==> src/rtl/fetch_queue.sv <==
// Instruction fetch queue between the PC stage and decode: one ROM fetch in flight, head visible 2 cycles after issue.
// Backpressure: oPcHold freezes the PC once buffered plus in-flight words reach QUEUE_DEPTH; redirects flush everything.
module fetch_queue #(
    parameter int INSTR_WIDTH = 16,
    parameter int QUEUE_DEPTH = 4
) (
    input  logic                   Clock,
    input  logic                   Reset,
    input  logic [9:0]             iIP,
    input  logic                   iBranchTaken,
    input  logic                   iJumpTaken,
    output logic [9:0]             oRomAddress,
    input  logic [INSTR_WIDTH-1:0] iRomData,
    output logic                   oPcHold,
    output logic                   oInstrValid,
    output logic [INSTR_WIDTH-1:0] oInstruction,
    output logic [9:0]             oInstrAddress,
    input  logic                   iDecodeReady
);

    localparam int PTR_W  = $clog2(QUEUE_DEPTH);
    localparam int CNT_W  = PTR_W + 1;
    localparam int FILL_W = CNT_W + 1;

    localparam logic [CNT_W-1:0]  FULL_CNT = CNT_W'(QUEUE_DEPTH);
    localparam logic [FILL_W-1:0] FULL_LVL = FILL_W'(QUEUE_DEPTH);
    localparam logic [CNT_W-1:0]  CNT_ONE  = CNT_W'(1);
    localparam logic [PTR_W-1:0]  PTR_ONE  = PTR_W'(1);

    logic [CNT_W-1:0] count_q, count_d;
    logic [PTR_W-1:0] head_q, head_d;
    logic [PTR_W-1:0] tail_q, tail_d;
    logic             pend_vld_q, pend_vld_d;
    logic [9:0]       pend_addr_q, pend_addr_d;

    logic [INSTR_WIDTH-1:0] instr_mem_q [QUEUE_DEPTH];
    logic [9:0]             addr_mem_q  [QUEUE_DEPTH];

    logic              flush;
    logic [FILL_W-1:0] fill;
    logic              hold_raw;
    logic              issue;
    logic              push;
    logic              pop;

    always_comb begin
        flush    = iBranchTaken | iJumpTaken;
        // The in-flight word already owns a slot, so it counts toward the limit.
        fill     = {1'b0, count_q} + {{CNT_W{1'b0}}, pend_vld_q};
        hold_raw = (fill >= FULL_LVL);

        oRomAddress = iIP;
        oPcHold     = hold_raw & ~flush & ~Reset;
        issue       = ~Reset & ~flush & ~hold_raw;
        push        = pend_vld_q & ~flush & ~Reset;
        oInstrValid = (count_q != '0) & ~flush & ~Reset;
        pop         = oInstrValid & iDecodeReady;

        oInstruction  = instr_mem_q[head_q];
        oInstrAddress = addr_mem_q[head_q];
    end

    always_comb begin
        count_d     = count_q;
        head_d      = head_q;
        tail_d      = tail_q;
        pend_vld_d  = issue;
        pend_addr_d = issue ? iIP : pend_addr_q;

        if (Reset || flush) begin
            count_d = '0;
            head_d  = '0;
            tail_d  = '0;
        end else begin
            if (push) begin
                tail_d = tail_q + PTR_ONE;
            end
            if (pop) begin
                head_d = head_q + PTR_ONE;
            end
            case ({push, pop})
                2'b10:   count_d = count_q + CNT_ONE;
                2'b01:   count_d = count_q - CNT_ONE;
                default: count_d = count_q;
            endcase
        end
    end

    always_ff @(posedge Clock) begin
        count_q     <= count_d;
        head_q      <= head_d;
        tail_q      <= tail_d;
        pend_vld_q  <= pend_vld_d;
        pend_addr_q <= pend_addr_d;
    end

    // Storage is not reset; count gates every read of it.
    always_ff @(posedge Clock) begin
        if (push) begin
            instr_mem_q[tail_q] <= iRomData;
            addr_mem_q[tail_q]  <= pend_addr_q;
        end
    end

    always_ff @(posedge Clock) begin
        if (push && !pop) begin
            assert (count_q != FULL_CNT);
        end
    end

endmodule

==> config.mk <==
export PLATFORM = sky130hd
export DESIGN_NAME = fetch_queue
export DESIGN_NICKNAME = d
export VERILOG_FILES = /design/src/rtl/fetch_queue.sv
export SDC_FILE = /design/constraint.sdc
export NUM_CORES = 1
export LEC_CHECK = 0
export ABC_AREA = 1
export BUFFER_PORTS_ARGS = -buffer_cell sky130_fd_sc_hd__buf_2
export CAP_MARGIN = 40
export CORE_MARGIN = 5
export CORE_UTILIZATION = 40
export CTS_CLUSTER_SIZE = 24
export DETAILED_ROUTE_END_ITERATION = 8
export PLACE_DENSITY = 0.67
export SLEW_MARGIN = 20
export SYNTH_ARGS = -nofsm -noshare
export SYNTH_HDL_FRONTEND = slang
export SYNTH_SLANG_ARGS = --single-unit
export TNS_END_PERCENT = 1
==> constraint.sdc <==
create_clock -name Clock -period 2.63 [get_ports Clock]
set_input_delay 0.263 -clock Clock [delete_from_list [all_inputs] [get_ports Clock]]
set_output_delay 0.263 -clock Clock [all_outputs]
set_load 0.05 [all_outputs]
==> metrics.csv, run 1 <==
stage,metric,value,unit
clock_network,clk_pin_slew,0.06,ns
floorplanning,ioPinCount,69,
clock_network,h-tree-depth,4,
logic_synthesis,synthTopCellsByArea,"edfxtp_1 72%, nor2_1 5.1%, o21ai_1 4.5%, dfxtp_1 4.2%, o22ai_1 3.4%",
logic_synthesis,yosysSeqAreaShare,76.2,%
clock_network,ctsLongestPathBuffers,2,
grt,antenna_found_initial,0,
grt,grtUsageTotal,13.4,%
grt,grt_pass1_wl,14.7,mm
job,max_cap_viol_count,0,
sta,relSlewSlack,64.0,%
route,drc_errors,0,
placement,dp.cells,539,
clock_network,cts_tree,done,
logic_synthesis,synth_fp_nets,383,
logic_synthesis,yosysUniqueCellTypes,22,
clock_network,cts-buffers-inserted,17,
route,first_pass_iters,4,
floorplanning,dieHeight,119,µm
sta,fin_crit,2.40,ns
logic_synthesis,syn_area,4760,µm²
grt,grt_pass1_vias,2919,
sta,worst_slack,0.231,ns
clock_network,post_cts_buffers,0,
critical_path,cp-start-kind,register,
logic_synthesis,synth_edf_count,114,
power_and_ir_drop,p_total,4660,µW
cells_and_area,diodes,0,
route,vias_per_cell,5.04,
sta,rsz0062_at_grt,no,
sta,timing.final.crit_share,91.2,%
logic_synthesis,synth_compound_area_share,9.87,%
logic_synthesis,synth_ff_type,edfxtp_1,
placement,dp_slack,0.445,ns
critical_path,endpoint_kind,output pin,
clock_network,cts_hold_buffers,0,
floorplanning,start_util,41.3,%
logic_synthesis,synth_common_cells,"114 x edfxtp_1, 64 x nor2_1, 43 x o21ai_1",
sta,hold_ws,0.0432,ns
sta,finalHoldViolCount,0,
clock_network,insertion_delay,0.40,ns
power_and_ir_drop,p_leak,0.00212,µW
route,drtIter0Drc,221,
floorplanning,core,11500,µm²
cells_and_area,num-nets-final,452,
logic_synthesis,synth.avg_cell_area,13.7,µm²
logic_synthesis,synth_seq_cells,124,
sta,finClkSkew,0.0103,ns
power_and_ir_drop,peakVddDrop,404,µV
critical_path,arrival,2.14,ns
logic_synthesis,synth_most_common_cell,edfxtp_1,
power_and_ir_drop,pwr_density_cell,801,nW/µm²
logic_synthesis,yosysWarnings,0,
critical_path,cp_max_fo,32,
logic_synthesis,synth_top_area_cell,edfxtp_1,
clock_network,clockRootBuffer,clkbuf_16,
logic_synthesis,synth_top_family_by_area,compound AO/OA/AOI/OAI gates,
placement,hpwlAfterDp,5.42,mm
route,wire_per_inst,16.1,µm
placement,io_buffers,68,
grt,grt_max_degree,53,
sta,worst_pin_slew,0.541,ns
route,ant_nets,0,
route,finalWirelength,9.19,mm
logic_synthesis,synthSimpleGateAreaFrac,6.76,%
route,vias,2880,
logic_synthesis,syn_inst,346,
logic_synthesis,async_reset_ff_share,0,%
cells_and_area,layout-drive-gt1-share,27.1,%
clock_network,cts_sinks,124,
placement,gp_congestion,0.732,
floorplanning,chipWidth,119,µm
floorplanning,die-area,14200,µm²
cells_and_area,num-fill-cells,970,
sta,fmax,0.417,GHz
logic_synthesis,synth_xor_area_share,0.184,%
sta,finalSetupViolCount,0,
cells_and_area,area_growth,22.5,%
logic_synthesis,synth_fa_ha_area_share,1.74,%
logic_synthesis,synthMuxAreaShare,0,%
critical_path,cp.required,2.37,ns
logic_synthesis,netlist.area_leader.share,72.0,%
clock_network,ctsResizeCount,0,
outcome,status,"finished, final reports clean",
cells_and_area,final_cells,571,
critical_path,critical_path_class,register to output pin,
grt,overflow,0,
hold_path,min_path_type,primary input to register,
floorplanning,std_cell_rows,39,
sta,tns,0,ns
sta,drv_slew,0,
==> per-layer routing <==
layer	part of all wire (%)	wire length [µm]	track usage [%]
met1	43	3970	16.6
met2	49	4550	22.1
met3	6.2	569	4.22
met4	1.2	106	5.21
met5	0	0	0
==> logic make-up (layout without fill, tap and decap cells) <==
kind of cell	count (synthesis)	after routing
fa+ha+maj	6	6
buf+inv	46	128
xor+xnor	1	1
flops	124	124
simple gates	82	82
compound gates	87	87
==> per-stage QoR <==
step                cell area [µm²]  util (%)
global placement               5200      45.2
CTS                            5820      50.6
global route                   5820      50.6
floorplan                      4760         -
finish                         5820      50.6
detailed placement             5200      45.2
==> final cells by class <==
type / count / area, µm² / area share [%]
inverter: 21 / 81.3 / 1.40
timing repair buffer: 75 / 405 / 6.96
sequential: 124 / 3620 / 62.2
clock buffer: 18 / 429 / 7.37
multi-input combinational: 176 / 912 / 15.7
clock inverter: 14 / 193 / 3.31
tap: 143 / 179 / 3.07
==> report_power, final <==
group          internal [µW]  switching, µW
combinational           27.2           68.4
sequential              2160           5.96
clock                   1590            819
==> path summary, 6_finish.rpt <==
kind,to,slack [ns],cells past startpoint,startpoint
setup / recovery,oInstruction[10],0.23,4,register
hold / removal,pend_addr_q[7]$_DFFE_PP_,0.04,1,iIP[7]
setup reg to reg,count_q[2]$_SDFFE_PN0P_,0.73,8,pend_vld_q$_DFF_P_
hold reg to reg,addr_mem_q[2][2]$_DFFE_PP_,0.50,0,pend_addr_q[2]$_DFFE_PP_
==> flip-flops by register name, summed over array words and instances (netlist names), named ones only <==
register and flops:
count_q 3, tail_q 2, instr_mem_q 64, addr_mem_q 40, pend_vld_q 1, pend_addr_q 10
head_q 2
==> layout by cell type (no fill, tap or decap), types with 2 or more instances in the layout <==
cell type	Yosys	layout
edfxtp_1	114	114
inv_2	2	2
dfxtp_1	10	9
clkbuf_16	0	17
clkinv_2	0	3
buf_4	15	6
nand2_1	13	13
o21ai_0	10	10
nor2_4	0	4
o22ai_1	26	26
buf_2	9	68
inv_6	0	2
bufinv_16	0	4
inv_1	18	18
nor2_1	64	60
o21ai_1	43	43
clkinvlp_4	0	3
a21oi_1	7	7
nand3_1	2	2
clkinv_4	0	2
ha_1	5	5
==> worst max-delay path, stage by stage, from the launching register on <==
cell and delay (ns):
dfxtp_2 0.60, buf_4 0.41, o21ai_0 0.14, o22ai_1 0.26, buf_2 0.32
No activity file was read; power rests on OpenSTA's default activity.
==> run 2: changes to the inputs <==
==> constraint.sdc (replaced) <==
create_clock -name Clock -period 2.63 [get_ports Clock]
set_input_delay 0.526 -clock Clock [delete_from_list [all_inputs] [get_ports Clock]]
set_output_delay 0.526 -clock Clock [all_outputs]
set_load 0.05 [all_outputs]
==> run 2 against run 1 <==
Net effect:
- combinational power increased by 1%
- clock-buffer cell count is 1 higher
- die area did not move
- setup slack improved by 0.0023 ns
- clock skew shrank 0.0021 ns
- hold slack improved by 0.26 ns
- utilization barely moved
- via count down 0.28%
- total power shrank 2.8%
- global-route usage increased by 0.15 points
- largest power group unchanged
==> metrics.csv, run 2 (synthesis results as in run 1) <==
stage,metric,value,unit,change
power_and_ir_drop,p_seq_share,47.7,%,was 46.4%
critical_path,slowest_stage,dfxtp_4,,was dfxtp_2
hold_path,min_path_type,primary input to register,,unchanged
route,wire_per_inst,16.1,µm,about the same
floorplanning,ioPinCount,69,,unchanged
grt,overflow,0,,unchanged
critical_path,ff2ff_path_depth,11,,was 8
floorplanning,core,11500,µm²,unchanged
sta,drv_slew,0,,unchanged
grt,grtUsageTotal,13.6,%,was 13.4%
sta,tns,0,ns,unchanged
floorplanning,die-area,14200,µm²,unchanged
grt,grt_max_degree,53,,unchanged
clock_network,cts_hold_buffers,0,,unchanged
grt,antenna_found_initial,0,,unchanged
sta,finalSetupViolCount,0,,unchanged
sta,fin_crit,2.40,ns,about the same
cells_and_area,top_register,instr_mem_q,,unchanged
grt,grt_pass1_vias,2859,,"was 2,919"
clock_network,h-tree-depth,4,,unchanged
sta,worst_pin_slew,0.491,ns,was 0.541 ns
clock_network,insertion_delay,0.41,ns,was 0.40 ns
power_and_ir_drop,peakVddDrop,385,µV,was 404 µV
route,ant_nets,0,,unchanged
sta,finClkSkew,0.00818,ns,was 0.0103 ns
power_and_ir_drop,p_int,3660,µW,was 3770 µW
critical_path,endpoint_kind,output pin,,unchanged
route,vias_per_cell,4.99,,was 5.04
power_and_ir_drop,pwr_density_cell,778,nW/µm²,was 801 nW/µm²
power_and_ir_drop,switchingPower,874,µW,was 894 µW
route,drtIter0Drc,198,,was 221
floorplanning,chipWidth,119,µm,unchanged
clock_network,ctsLongestPathBuffers,2,,unchanged
floorplanning,dieHeight,119,µm,unchanged
route,finalWirelength,9.28,mm,was 9.19 mm
clock_network,clk_pin_slew,0.05,ns,was 0.06 ns
cells_and_area,final_cell_mix,"114 x edfxtp_1, 68 x buf_2, 60 x nor2_1",,unchanged
route,first_pass_iters,4,,unchanged
hold_path,hold_end,pend_addr_q[3]$_DFFE_PP_,,was pend_addr_q[7]$_DFFE_PP_
cells_and_area,num-nets-final,457,,was 452
critical_path,cp_max_fo,22,,was 32
cells_and_area,diodes,0,,unchanged
critical_path,max_stage_delay,0.47,ns,was 0.60 ns
critical_path,r2r_start,count_q[1]$_SDFFE_PN0P_,,was pend_vld_q$_DFF_P_
placement,gp_congestion,0.693,,was 0.732
cells_and_area,layout-drive-gt1-share,27.5,%,was 27.1%
floorplanning,std_cell_rows,39,,unchanged
critical_path,crit_chain,buf_4 > o21ai_0 > o22ai_1 > buf_2,,unchanged
outcome,status,"finished, final reports clean",,unchanged
clock_network,post_cts_buffers,0,,unchanged
critical_path,cp.required,2.10,ns,was 2.37 ns
critical_path,r2r_setup_slack,0.79,ns,was 0.73 ns
clock_network,cts_sinks,124,,unchanged
floorplanning,start_util,41.3,%,unchanged
cells_and_area,reg_top3,"instr_mem_q x64, addr_mem_q x40, pend_addr_q x10",,unchanged
cells_and_area,final_common_cell,edfxtp_1,,unchanged
job,max_cap_viol_count,0,,unchanged
critical_path,cp-start-kind,register,,unchanged
hold_path,min_from,iIP[3],,was iIP[7]
route,vias,2872,,"was 2,880"
route,drc_errors,0,,unchanged
power_and_ir_drop,p_comb_share,2.1,%,was 2.0%
grt,grt_pass1_wl,14.6,mm,was 14.7 mm
power_and_ir_drop,swShare,19.3,%,was 19.2%
critical_path,arrival,1.87,ns,was 2.14 ns
power_and_ir_drop,power_frac_clock,50.2,%,was 51.6%
hold_path,min_delay_path_depth,1,,unchanged
cells_and_area,area_growth,22.5,%,about the same
power_and_ir_drop,p_total,4530,µW,was 4660 µW
clock_network,cts_tree,done,,unchanged
placement,hpwlAfterDp,5.52,mm,was 5.42 mm
cells_and_area,largest_register_ffs,64,,unchanged
critical_path,r2r-end,count_q[2]$_SDFFE_PN0P_,,unchanged
sta,relSlewSlack,67.2,%,was 64.0%
critical_path,critical_path_class,register to output pin,,unchanged
clock_network,clockRootBuffer,clkbuf_16,,unchanged
sta,rsz0062_at_grt,no,,unchanged
sta,finalHoldViolCount,0,,unchanged
sta,timing.final.crit_share,91.1,%,was 91.2%
power_and_ir_drop,p_leak,0.00214,µW,was 0.00212 µW
clock_network,cts-buffers-inserted,17,,unchanged
sta,fmax,0.417,GHz,about the same
placement,io_buffers,68,,unchanged
==> run 2: worst max-delay path by stage <==
stage / from / endpoint / slack, ns / cells after the start
global route: register / oInstruction[10] / 0.13 / 4
finish: register / oInstruction[10] / 0.23 / 4
global placement: iJumpTaken / count_q[2]$_SDFFE_PN0P_ / 0.43 / 13
floorplan: iJumpTaken / addr_mem_q[1][0]$_DFFE_PP_ / 0.14 / 5
CTS: register / oInstrAddress[6] / 0.08 / 4
detailed placement: iJumpTaken / count_q[2]$_SDFFE_PN0P_ / 0.38 / 13
==> run 2: power groups by stage <==
stage          logic (µW)  registers, µW  clock network [µW]
3_5_place_dp         97.5           2200                   0
2_1_floorplan        59.6           2200                   0
5_1_grt               105           2160                2410
4_1_cts              97.8           2160                2310
3_3_place_gp         95.5           2200                   0
6_report             96.7           2160                2270
==> run 2: worst max-delay path: cells and delay by family, from the launching register on <==
kind / cells / cell delay (ns)
flip-flops: 1 / 0.47
buffers and inverters: 2 / 0.62
AO/OA/AOI/OAI: 2 / 0.36
==> run 2: what timing repair did <==
action                                  in CTS  in global routing
endpoints found under the setup margin       0                  3
gates resized for setup                      0                  2
endpoints found under the hold margin        0                  0
==> run 2: area by class of cell <==
cell class | count | area [µm²]
fill | 972 | 5690
sequential | 124 | 3630
multi-input combinational | 176 | 912
timing repair buffer | 80 | 443
clock buffer | 19 | 433
tap | 143 | 179
clock inverter | 13 | 150
inverter | 21 | 83.8
==> run 2: routing by layer <==
metal,vias to the layer above,share of wire [%],global-route usage [%],routed length (µm)
met5,-,0,0,0
met4,0,1.8,6.30,170
met3,15,4.8,3.89,450
met2,79,49,22.4,4590
met1,1381,44,16.5,4070
li1,1397,-,-,-
==> run 2: through the flow <==
stage	utilization (%)	hold WS (ns)	instances	instance area (µm²)	setup WS [ns]
detailed placement	45.5	0.492	544	5240	0.379
global route	50.6	0.284	576	5830	0.126
global placement	45.5	0.469	544	5240	0.432
floorplan	-	0.459	346	4760	0.142
finish	50.6	0.302	576	5830	0.233
CTS	50.6	0.288	576	5820	0.0789
